<file path="config.mk">
export PLATFORM = sky130hd
export DESIGN_NAME = parity_frame_rx
export DESIGN_NICKNAME = d
export VERILOG_FILES = /design/src/rtl/parity_frame_rx.sv
export SDC_FILE = /design/constraint.sdc
export NUM_CORES = 1
export LEC_CHECK = 0
export ABC_AREA = 1
export BUFFER_PORTS_ARGS = -buffer_cell sky130_fd_sc_hd__buf_4
export CAP_MARGIN = 10
export CORE_MARGIN = 5
export CORE_UTILIZATION = 52
export CTS_BUF_LIST = sky130_fd_sc_hd__clkbuf_8 sky130_fd_sc_hd__clkbuf_16
export DETAILED_ROUTE_END_ITERATION = 8
export PLACE_DENSITY = 0.83
export SYNTH_ARGS = -nofsm -noshare
export SYNTH_HDL_FRONTEND = slang
export SYNTH_SLANG_ARGS = --single-unit
</file>
<file path="constraint.sdc">
create_clock -name clk -period 1.2 [get_ports clk]
set_input_delay 0.12 -clock clk [delete_from_list [all_inputs] [get_ports clk]]
set_output_delay 0.12 -clock clk [all_outputs]
set_load 0.005 [all_outputs]
</file>
<file path="src/rtl/parity_frame_rx.sv">
`default_nettype none
// ============================================================================
// Module   : parity_frame_rx
// Purpose  : Idle-high serial frame receiver with XOR parity check.
//            Frame = start bit, DATA_W data bits (LSB first), parity bit,
//            stop bit, each CLKS_PER_BIT clocks long.  Bits are sampled near
//            the centre of each bit period, counted from the first low
//            sample seen in IDLE.  The received word is presented with its
//            parity and framing status for one cycle per completed frame.
// Ports    : clk        - clock, all logic on rising edge
//            rst        - synchronous active-high reset
//            rx_in      - serial line, idle high, already synchronous to clk
//            data_out   - last received word, held until next frame completes
//            valid_out  - one-cycle pulse when a frame completes
//            parity_err - parity mismatch on last frame
//            frame_err  - stop bit sampled low on last frame
//            busy       - high while a frame is being received
// Revision : 1.0 - initial release
// ============================================================================
module parity_frame_rx #(
    parameter int DATA_W       = 8,
    parameter int CLKS_PER_BIT = 4,
    parameter int ODD_PARITY   = 0
) (
    input  logic              clk,
    input  logic              rst,
    input  logic              rx_in,
    output logic [DATA_W-1:0] data_out,
    output logic              valid_out,
    output logic              parity_err,
    output logic              frame_err,
    output logic              busy
);

    localparam int c_CNT_W = $clog2(CLKS_PER_BIT);
    localparam int c_IDX_W = (DATA_W > 1) ? $clog2(DATA_W) : 1;

    // Bit timer compares: the timer is cleared on the edge that takes a
    // sample, so a value of N-1 means N cycles have elapsed since then.
    localparam logic [c_CNT_W-1:0] c_CNT_HALF = c_CNT_W'(CLKS_PER_BIT / 2 - 1);
    localparam logic [c_CNT_W-1:0] c_CNT_LAST = c_CNT_W'(CLKS_PER_BIT - 1);
    localparam logic [c_IDX_W-1:0] c_IDX_LAST = c_IDX_W'(DATA_W - 1);
    localparam logic               c_ODD      = (ODD_PARITY != 0);

    localparam logic [2:0] c_IDLE   = 3'd0;
    localparam logic [2:0] c_START  = 3'd1;
    localparam logic [2:0] c_DATA   = 3'd2;
    localparam logic [2:0] c_PARITY = 3'd3;
    localparam logic [2:0] c_STOP   = 3'd4;

    logic [2:0]         state_q,  state_d;
    logic [c_CNT_W-1:0] cnt_q,    cnt_d;
    logic [c_IDX_W-1:0] idx_q,    idx_d;
    logic [DATA_W-1:0]  shift_q,  shift_d;
    logic               par_q,    par_d;
    logic [DATA_W-1:0]  data_q,   data_d;
    logic               valid_q,  valid_d;
    logic               perr_q,   perr_d;
    logic               ferr_q,   ferr_d;
    logic               busy_q,   busy_d;

    always_comb begin
        state_d = state_q;
        cnt_d   = cnt_q;
        idx_d   = idx_q;
        shift_d = shift_q;
        par_d   = par_q;
        data_d  = data_q;
        valid_d = 1'b0;
        perr_d  = perr_q;
        ferr_d  = ferr_q;
        busy_d  = busy_q;

        case (state_q)
            c_IDLE: begin
                if (!rx_in) begin
                    state_d = c_START;
                    busy_d  = 1'b1;
                    cnt_d   = '0;
                end
            end

            c_START: begin
                if (cnt_q == c_CNT_HALF) begin
                    cnt_d = '0;
                    if (rx_in) begin
                        // Line went back high before mid-bit: treat as a glitch.
                        state_d = c_IDLE;
                        busy_d  = 1'b0;
                    end else begin
                        state_d = c_DATA;
                        idx_d   = '0;
                    end
                end else begin
                    cnt_d = cnt_q + 1'b1;
                end
            end

            c_DATA: begin
                if (cnt_q == c_CNT_LAST) begin
                    cnt_d          = '0;
                    shift_d[idx_q] = rx_in;
                    if (idx_q == c_IDX_LAST) begin
                        state_d = c_PARITY;
                    end else begin
                        idx_d = idx_q + 1'b1;
                    end
                end else begin
                    cnt_d = cnt_q + 1'b1;
                end
            end

            c_PARITY: begin
                if (cnt_q == c_CNT_LAST) begin
                    cnt_d   = '0;
                    par_d   = rx_in;
                    state_d = c_STOP;
                end else begin
                    cnt_d = cnt_q + 1'b1;
                end
            end

            c_STOP: begin
                if (cnt_q == c_CNT_LAST) begin
                    // Word and status are published together with the pulse,
                    // so the flags always describe the word on data_out.
                    cnt_d   = '0;
                    state_d = c_IDLE;
                    busy_d  = 1'b0;
                    valid_d = 1'b1;
                    data_d  = shift_q;
                    perr_d  = (^shift_q) ^ par_q ^ c_ODD;
                    ferr_d  = ~rx_in;
                end else begin
                    cnt_d = cnt_q + 1'b1;
                end
            end

            default: begin
                state_d = c_IDLE;
                busy_d  = 1'b0;
                cnt_d   = '0;
            end
        endcase
    end

    always_ff @(posedge clk) begin
        if (rst) begin
            state_q <= c_IDLE;
            cnt_q   <= '0;
            idx_q   <= '0;
            shift_q <= '0;
            par_q   <= 1'b0;
            data_q  <= '0;
            valid_q <= 1'b0;
            perr_q  <= 1'b0;
            ferr_q  <= 1'b0;
            busy_q  <= 1'b0;
        end else begin
            state_q <= state_d;
            cnt_q   <= cnt_d;
            idx_q   <= idx_d;
            shift_q <= shift_d;
            par_q   <= par_d;
            data_q  <= data_d;
            valid_q <= valid_d;
            perr_q  <= perr_d;
            ferr_q  <= ferr_d;
            busy_q  <= busy_d;
        end
    end

    assign data_out   = data_q;
    assign valid_out  = valid_q;
    assign parity_err = perr_q;
    assign frame_err  = ferr_q;
    assign busy       = busy_q;

endmodule
`default_nettype wire

</file>
==> flow_summary.yaml, run 1 <==
synthesis:
  syn_inst: 213
  synth_top_flop_cell: "dfxtp_1"
  synth_nets: 222
  avgSynthCellArea_um2: 6.98
  synth_top_area_cell: "dfxtp_1"
  synth_area_um2: 1490
  synthTopCellsByArea: "dfxtp_1 (39%), nand2_1 (12%), inv_1 (8.1%)"
  ys_seq_area_share_pct: 39.1
  synth-seq-cells: 29
  netlist_top_cells_count: "nand2_1 (48), inv_1 (32), dfxtp_1 (29)"
  synth_edf_count: 0
  async_reset_ff_share_pct: 0
  yosysUniqueCellTypes: 24
  synth.most_common_cell: "nand2_1"
  synth.top_cell.area_share_pct: 39.1
  synth_warnings: 0
job:
  max-cap-violations: 0
drt:
  post-route-drc-count: 0
  drt-initial-drc-count: 125
  wirelength_um: 4440
  dr.pass1.iters: 5
  vias: 1646
  final_antenna_net_count: 0
  wl_per_cell_um: 15.0
  viasPerCell: 5.58
grt:
  grt_pass1_vias: 1457
  grt.overflow.total: 0
  antenna_found_initial: 0
  grt_pass1_wl_um: 6290
  track_usage_pct: 19.6
  grt_max_degree: 18
floorplanning:
  dieArea_um2: 4030
  initial_utilization_pct: 53.9
  io_pins: 15
  core_area_um2: 2760
  chipWidth_um: 63.5
  rows: 19
  die_h_um: 63.5
clock_network:
  cts_tree: "yes"
  cts_buffer_depth: 2
  clkTransAtPathRegs_ps: 60
  cts.sinks: 29
  cts_buffers: 5
  htree_num_levels: 2
  clk_latency_ps: 280
  cts-root-buf: "clkbuf_8"
placement:
  dp_hpwl_um: 2410
  place_worst_setup_slack_ps: -91.6
  placed_area_um2: 1830
  place_congestion: 0.905
  numPortBuffers: 14
status:
  outcome: "finished with violations"
  violations: "negative setup slack"
sta:
  tightest_slew_ps: 298
  hold_viol: 0
  post-route-period-util_pct: 120
  slew-limit-headroom_pct: 80.1
  setup_viol: 11
  finalMaxSlewViolations: 0
  rsz0062_at_grt: "yes"
  min_period_ps: 1430
  worst_slack_ps: -235
  hold-worst-slack_ps: 75.4
  finalClockSkew_ps: 5.59
  fmax_mhz: 697
power:
  power_w: 0.00407
  ir_drop_mv: 1.93
  p_leak_nw: 0.985
  cellPowerDensity_nw_per_um2: 1820
setup_path:
  r2r_slack_ps: -230
  cp.arrival_ps: 1620
  reg2regPathDepth: 8
  crit_required_ps: 1390
  endpoint_kind: "flop"
  worstSetupPathType: "flop to flop"
  start_kind: "flop"
  cp_max_fo: 4
finish:
  fin_area_um2: 2230
  area_delta_synth_final_pct: 50.3
  layout.nets: 272
  drive_above_1_share_pct: 42.8
  n_antenna_cell: 0
  final_core_util_pct: 81.0
  fillCellCount: 174
worst_hold_path:
  hp-class: "primary input to flop"
  hold_depth: 2
## cells by family (layout without fill, tap and decap cells)
logic type | count (synthesis) | count (layout) | share of synthesized area, %
and+or+nand+nor | 96 | 96 | 29.6
AOI/OAI and AO/OA | 43 | 43 | 15.5
buffers and inverters | 38 | 89 | 10.2
DFF | 29 | 29 | 39.1
adders and majority gates | 6 | 6 | 5.05
xor gates and xnor gates | 1 | 1 | 0.589
## sequential cells by signal, indices dropped and copies added, names as in the netlist, 2 cells and up
| signal | cells |
|---|---|
| shift_q | 8 |
| idx_q | 3 |
| state_q | 3 |
| data_out | 8 |
| cnt_q | 2 |
## final cells by class
cell class | count | area (um^2) | share of cell area [%]
clock buffer | 5 | 68.8 | 3.08
clock inverter | 3 | 13.8 | 0.616
inverter | 33 | 143 | 6.39
multi-input combinational | 146 | 967 | 43.3
sequential | 29 | 603 | 27.0
tap | 31 | 38.8 | 1.74
timing repair buffer | 48 | 399 | 17.9
## cell usage in the layout (no fill, tap or decap), types with 2 or more instances in the layout
cell type  instances
nand3_1            6
o21ai_2            3
nand3_4            2
nand2_2            3
o21ai_0            4
nor4_2             2
nand4_1            4
nor2_4             4
dfxtp_2            3
nand2_1           45
buf_4             40
nand3_2            6
dfxtp_4            5
a21oi_2            6
nor3_1             3
buf_6              7
nor2_1            16
nand2_4            3
dfxtp_1           21
clkbuf_8           5
inv_4              2
inv_2              7
clkinv_2           2
a21oi_1           15
o21ai_1           12
inv_1             22
ha_4               5
inv_6              2
## worst max-delay path, stage by stage, from the launching register on
cell     delay, ps
dfxtp_4        370
inv_1           70
ha_2           190
inv_1           60
nand2_2        100
nand3_2        110
inv_2          110
nand3_1         90
a21oi_1        230
## repair_timing
item                       in CTS  in global routing
pin swaps                      10                 16
buffers inserted                6                  5
resized for setup              17                 60
setup endpoints to repair      24                 28
hold buffers                    0                  0
## report_power, final
part	internal, W	switching [W]
clock network	0.000392	0.000370
registers	0.00111	0.000192
logic	0.000884	0.00112
total	0.00239	0.00168
## metrics by stage
stage	setup TNS, ps	std cells
global placement	-578	276
detailed placement	-1060	276
finish	-1210	295
global route	-2420	295
floorplan	0	213
CTS	-282	290
## layer usage
layer	vias up	global-route usage, %	share of wire, %
met4	0	11.7	5.1
li1	796	-	-
met5	-	0	0
met1	740	22.2	38
met2	86	31.5	49
met3	24	6.75	7.3
## path summary, 6_finish.rpt
kind | from | end
max | cnt_q[1] | state_q[0]
min | rst | state_q[2]
max reg2reg | cnt_q[1] | state_q[0]
min reg2reg | par_q | par_q
Note: power is estimated with default switching activity, not from simulation.
==> run 2, diff against run 1 <==
- ABC_AREA: 1 -> default
- CORE_UTILIZATION: 52 -> 51
- PLACE_DENSITY: 0.83 -> 0.82
- SETUP_SLACK_MARGIN: default -> 0.3
==> run 2 against run 1 <==
The run still ends with negative setup slack left. Global-route usage decreased by 0.43 points. Synthesized area decreased by 1.4%. Hold slack improved by 93 ps. Sequential share of layout area increased by 1.4 points. Via count decreased by 19%. Utilization decreased by 3.6 points. Cell count decreased by 21%. Worst setup slack got worse by 13 ps. Non-clock buffer count decreased by 3. Critical endpoint is now shift_q[0].
==> flow_summary.yaml, run 2 <==
finish:
  final_cells: 234
  final_cell_mix: "buf_4 (38), nand2_1 (23), dfxtp_1 (15), nor2_1 (14), a21oi_1 (14)"
  layout_commonest_cell: "buf_4"
  n_antenna_cell: 0
  area_delta_synth_final_pct: 45.7
  drive_above_1_share_pct: 50.2
  layout.nets: 211
synthesis:
  synth.top_cell.area_share_pct: 39.6
  synth_area_um2: 1470
  synth.most_common_cell: "dfxtp_1"
  synth_edf_count: 0
  synth-seq-cells: 29
  synth_nets: 172
  async_reset_ff_share_pct: 0
  ys_seq_area_share_pct: 39.6
  netlist_top_cells_count: "dfxtp_1 (29), nand2_1 (24), nor2_1 (17)"
  yosysUniqueCellTypes: 37
  synth_warnings: 0
  avgSynthCellArea_um2: 8.99
  synth_top_area_cell: "dfxtp_1"
  synthTopCellsByArea: "dfxtp_1 (40%), mux2i_1 (6.8%), nand2_1 (6.1%)"
  syn_inst: 163
  synth_top_flop_cell: "dfxtp_1"
setup_path:
  r2r_slack_ps: -250
  r2r-end: "shift_q[0]"
  rr_startpoint: "cnt_q[0]"
  start_kind: "flop"
  reg2regPathDepth: 5
  crit_required_ps: 1370
  worstSetupPathType: "flop to flop"
  cp.arrival_ps: 1610
  endpoint_kind: "flop"
  cp_max_fo: 5
floorplanning:
  rows: 19
  chipWidth_um: 63.6
  initial_utilization_pct: 53.1
  die_h_um: 63.6
  io_pins: 15
  core_area_um2: 2760
  dieArea_um2: 4040
grt:
  use_met1_pct: 21.8
  track_usage_pct: 19.2
  use_met2_pct: 32.1
  antenna_found_initial: 0
  top_usage_layer: "met2"
  grt_pass1_wl_um: 6050
  grt.overflow.total: 0
  grt_max_degree: 30
  grtUsageMet3_pct: 6.57
  grt_pass1_vias: 1296
placement:
  numPlacedInstances: 213
  numPortBuffers: 14
  place_congestion: 0.881
  dp_hpwl_um: 2270
drt:
  vias: 1338
  dr.pass1.iters: 4
  final_antenna_net_count: 0
  wirelength_um: 3970
  wl_per_cell_um: 17.0
  post-route-drc-count: 0
  viasPerCell: 5.72
  drt-initial-drc-count: 43
status:
  violations: "negative setup slack"
  outcome: "finished with violations"
power:
  p_leak_nw: 0.828
  power_frac_clock_pct: 37.1
  p_int_w: 0.00153
  cellPowerDensity_nw_per_um2: 969
  p_sw_w: 0.000543
  ir_drop_mv: 1.32
  seqPwrFrac_pct: 49.3
  power_w: 0.00207
  pwr-share-comb_pct: 13.6
  p_sw_share_pct: 26.3
sta:
  post-route-period-util_pct: 121
  finalMaxSlewViolations: 0
  worst_slack_ps: -247
  min_period_ps: 1450
  rsz0062_at_grt: "yes"
  slew-limit-headroom_pct: 76.7
  tightest_slew_ps: 346
  hold_viol: 0
  finalClockSkew_ps: 5.84
  setup_viol: 27
  fmax_mhz: 691
clock_network:
  clkTransAtPathRegs_ps: 60
  cts_buffers: 5
  cts-root-buf: "clkbuf_8"
  clk_latency_ps: 290
  cts_tree: "yes"
  htree_num_levels: 2
  cts.sinks: 29
  cts_buffer_depth: 2
worst_hold_path:
  hold_depth: 3
  hp-class: "primary input to flop"
  holdPathEnd: "state_q[1]"
  min_from: "rx_in"
job:
  max-cap-violations: 0
[run 2: changes by cell type in the layout (fill, tap and decap cells not counted), moves of 4 or more]
cell	previous run	this run
nand2_1	45	23
mux2i_1	0	9
o21ai_0	4	0
inv_2	7	1
o21ai_1	12	2
dfxtp_2	3	11
dfxtp_1	21	15
inv_1	22	2
a21oi_2	6	2
nand3_1	6	0
[run 2: worst max-delay path, stage by stage (launching register included)]
cell and delay [ps]:
dfxtp_4 400, ha_4 170, nand4bb_4 170, nor4_2 290, mux2i_1 240, nor2_1 60
[run 2: what timing repair did]
action                     4_1_cts  5_1_grt
pin swaps                       20       12
hold buffers                     0        0
setup endpoints to repair       30       32
gates cloned                     0        1
buffers inserted                 6        6
gates resized for setup         26       20
[run 2: area by class of cell]
class	count	area (um^2)
sequential	29	606
tap	31	38.8
timing repair buffer	45	373
multi-input combinational	118	1020
inverter	3	13.8
clock inverter	3	13.8
fill	174	623
clock buffer	5	68.8
[run 2: power groups by stage]
stage               clock, W  sequential [W]  combinational, W
CTS                 0.000761         0.00102          0.000244
finish              0.000768         0.00102          0.000280
global route        0.000846         0.00102          0.000299
floorplan                  0         0.00103          0.000125
detailed placement         0         0.00104          0.000173
global placement           0         0.00104          0.000164
[run 2: per-stage QoR]
step	area [um^2]	setup WS [ps]	setup TNS [ps]	util, %	hold WS, ps
6_report	2130	-247	-3570	77.4	169
5_1_grt	2130	-295	-5010	77.4	191
4_1_cts	1990	-204	-2510	72.1	167
3_5_place_dp	1770	-213	-3880	64.2	448
3_3_place_gp	1770	-168	-3010	64.2	443
2_1_floorplan	1560	-102	-764	-	215
[run 2: how the worst max path moves through the flow]
stage                     startpoint         end  cells after the start
after global placement      idx_q[0]  state_q[0]                      5
after detailed placement  state_q[0]    cnt_q[0]                      5
after floorplan             cnt_q[0]  state_q[0]                      5
after global routing        cnt_q[0]  parity_err                      6
after CTS                   cnt_q[0]  shift_q[0]                      5
final                       cnt_q[0]  shift_q[0]                      5
[run 2: cell families (layout without fill, tap and decap cells)]
group / count (synthesis) / after routing / share of synthesized area [%]
adders and majority gates: 6 / 6 / 5.12
DFF: 29 / 29 / 39.6
muxes: 11 / 11 / 8.37
buffers and inverters: 16 / 56 / 5.29
xor gates and xnor gates: 6 / 6 / 4.53
and+or+nand+nor: 71 / 71 / 27.8
AOI/OAI and AO/OA: 24 / 24 / 9.31
[run 2: metal layers]
layer	up-vias	wire, um	part of all wire, %
li1	645	-	-
met1	654	1550	39
met2	32	2140	54
met3	7	175	4.4
met4	0	102	2.6
met5	-	0	0
==> run 3, diff against run 2 <==
- CORE_ASPECT_RATIO: default -> 1.1
- HOLD_SLACK_MARGIN: default -> 0.06
==> run 3 against run 2 <==
Highest routed layer unchanged. Largest cell class unchanged. Non-clock buffer count increased by 8. Largest power group unchanged. Count of clock-buffer cells in the layout did not move. The flow still finishes with violations (negative setup slack). Global-route usage up 2.7 points.
==> flow_summary.yaml, run 3 (same netlist as run 2, synthesis figures left out) <==
setup_path:
  worst-path-buf-inv: 1
  cpLargestDelayFamily: "flip-flops"
  cp_cell_sequence: "ha_4 > nand4bb_4 > buf_4 > nor3_2 > mux2i_1 > nor2_1"
  worstSetupPathType: "flop to flop"
  endpoint_kind: "flop"
  critical_path_depth: 6
  start_kind: "flop"
  cp.arrival_ps: 1660
  slowest_delay_ps: 410
  r2r_slack_ps: -300
  cp_max_fo: 5
  crit_slowest_cell: "dfxtp_4"
  reg2regPathDepth: 6
  crit_required_ps: 1360
sta:
  hold_viol: 0
  tightest_slew_ps: 341
  hold-worst-slack_ps: 212
  rsz0062_at_grt: "yes"
  finalClockSkew_ps: 4.16
  setup_viol: 26
  min_period_ps: 1500
  fmax_mhz: 667
  worst_slack_ps: -299
  finalMaxSlewViolations: 0
  post-route-period-util_pct: 125
  tns_ps: -3760
  slew-limit-headroom_pct: 77.2
power:
  pwr-share-comb_pct: 14.5
  p_sw_share_pct: 27.3
  ir_drop_mv: 0.926
  p_sw_w: 0.000584
  seqPwrFrac_pct: 47.6
  p_int_w: 0.00155
  cellPowerDensity_nw_per_um2: 945
  power_frac_clock_pct: 37.9
  p_leak_nw: 0.889
finish:
  drive_above_1_share_pct: 55.0
  final_cells: 244
  fillCellCount: 150
  n_antenna_cell: 0
  area_delta_synth_final_pct: 54.2
  layout_commonest_cell: "buf_4"
  layout.nets: 219
  final_cell_mix: "buf_4 (40), nand2_1 (21), nor2_1 (14), dfxtp_1 (14), a21oi_1 (13)"
  fin_area_um2: 2260
floorplanning:
  io_pins: 15
  chipWidth_um: 61.1
  core_area_um2: 2750
  initial_utilization_pct: 53.2
  rows: 20
  dieArea_um2: 4050
  die_h_um: 66.2
grt:
  grt_pass1_vias: 1398
  grt_max_degree: 30
  grt_pass1_wl_um: 6490
  antenna_found_initial: 0
  track_usage_pct: 21.9
  grt.overflow.total: 0
status:
  violations: "negative setup slack"
  outcome: "finished with violations"
placement:
  place_worst_setup_slack_ps: -253
  numPortBuffers: 14
  dp_hpwl_um: 2330
  place_congestion: 0.836
  placed_area_um2: 1780
  numPlacedInstances: 218
clock_network:
  clkTransAtPathRegs_ps: 70
  htree_num_levels: 2
  hold_buffers: 0
  cts_tree: "yes"
  cts_buffer_depth: 2
  cts_buffers: 5
  cts.sinks: 29
  clk_latency_ps: 280
  cts-root-buf: "clkbuf_8"
drt:
  wirelength_um: 4700
  vias: 1463
  viasPerCell: 6.00
  dr.pass1.iters: 4
  drt-initial-drc-count: 81
  final_antenna_net_count: 0
  wl_met3_um: 252
  top_layer_used: "met4"
  routed-wl-met2_um: 2430
  wirelength_met1_um: 1780
  post-route-drc-count: 0
  wl_per_cell_um: 19.3
worst_hold_path:
  hold_depth: 3
  hp-class: "primary input to flop"
job:
  max-cap-violations: 0
-- run 3: metal layers --
metal  GRT usage, %  up-vias
li1               -      662
met1           24.9      706
met2           38.8       67
met3           4.30       28
met4           8.40        0
met5              0        -
-- run 3: repair_timing --
action,CTS,global route
buffers inserted,8,9
gates cloned,1,0
resized for setup,37,26
pin swaps,16,7
endpoints found under the setup margin,30,33
-- run 3: power groups by stage --
stage / sequential [W] / combinational [W] / clock, W
2_1_floorplan: 0.00103 / 0.000125 / 0
5_1_grt: 0.00102 / 0.000328 / 0.000866
3_3_place_gp: 0.00104 / 0.000181 / 0
3_5_place_dp: 0.00104 / 0.000193 / 0
6_report: 0.00102 / 0.000309 / 0.000809
4_1_cts: 0.00101 / 0.000252 / 0.000804
-- run 3: final cells by class --
type                       count  area [um^2]  share of cell area, %
inverter                       3         13.8                  0.609
clock buffer                   5         68.8                   3.05
sequential                    29          614                   27.2
tap                           33         41.3                   1.83
multi-input combinational    118         1050                   46.7
timing repair buffer          53          450                   19.9
clock inverter                 3         16.3                  0.720
-- run 3: path summary, 6_finish.rpt --
check | startpoint | end
worst max-delay path | cnt_q[0] | shift_q[6]
worst min-delay path | rx_in | cnt_q[0]
worst max register to register | cnt_q[0] | shift_q[6]
worst min register to register | data_out[6] | data_out[6]
-- run 3: stage by stage --
| stage | util [%] | power, W |
|---|---|---|
| after global routing | 82.1 | 0.00221 |
| after floorplan | - | 0.00115 |
| after global placement | 64.7 | 0.00122 |
| after detailed placement | 64.7 | 0.00123 |
| after CTS | 75.9 | 0.00207 |
| final | 82.1 | 0.00213 |
-- run 3: worst min-delay path, stage by stage --
cell and delay (ps):
buf_4 130, nand3b_1 120, a211oi_2 80
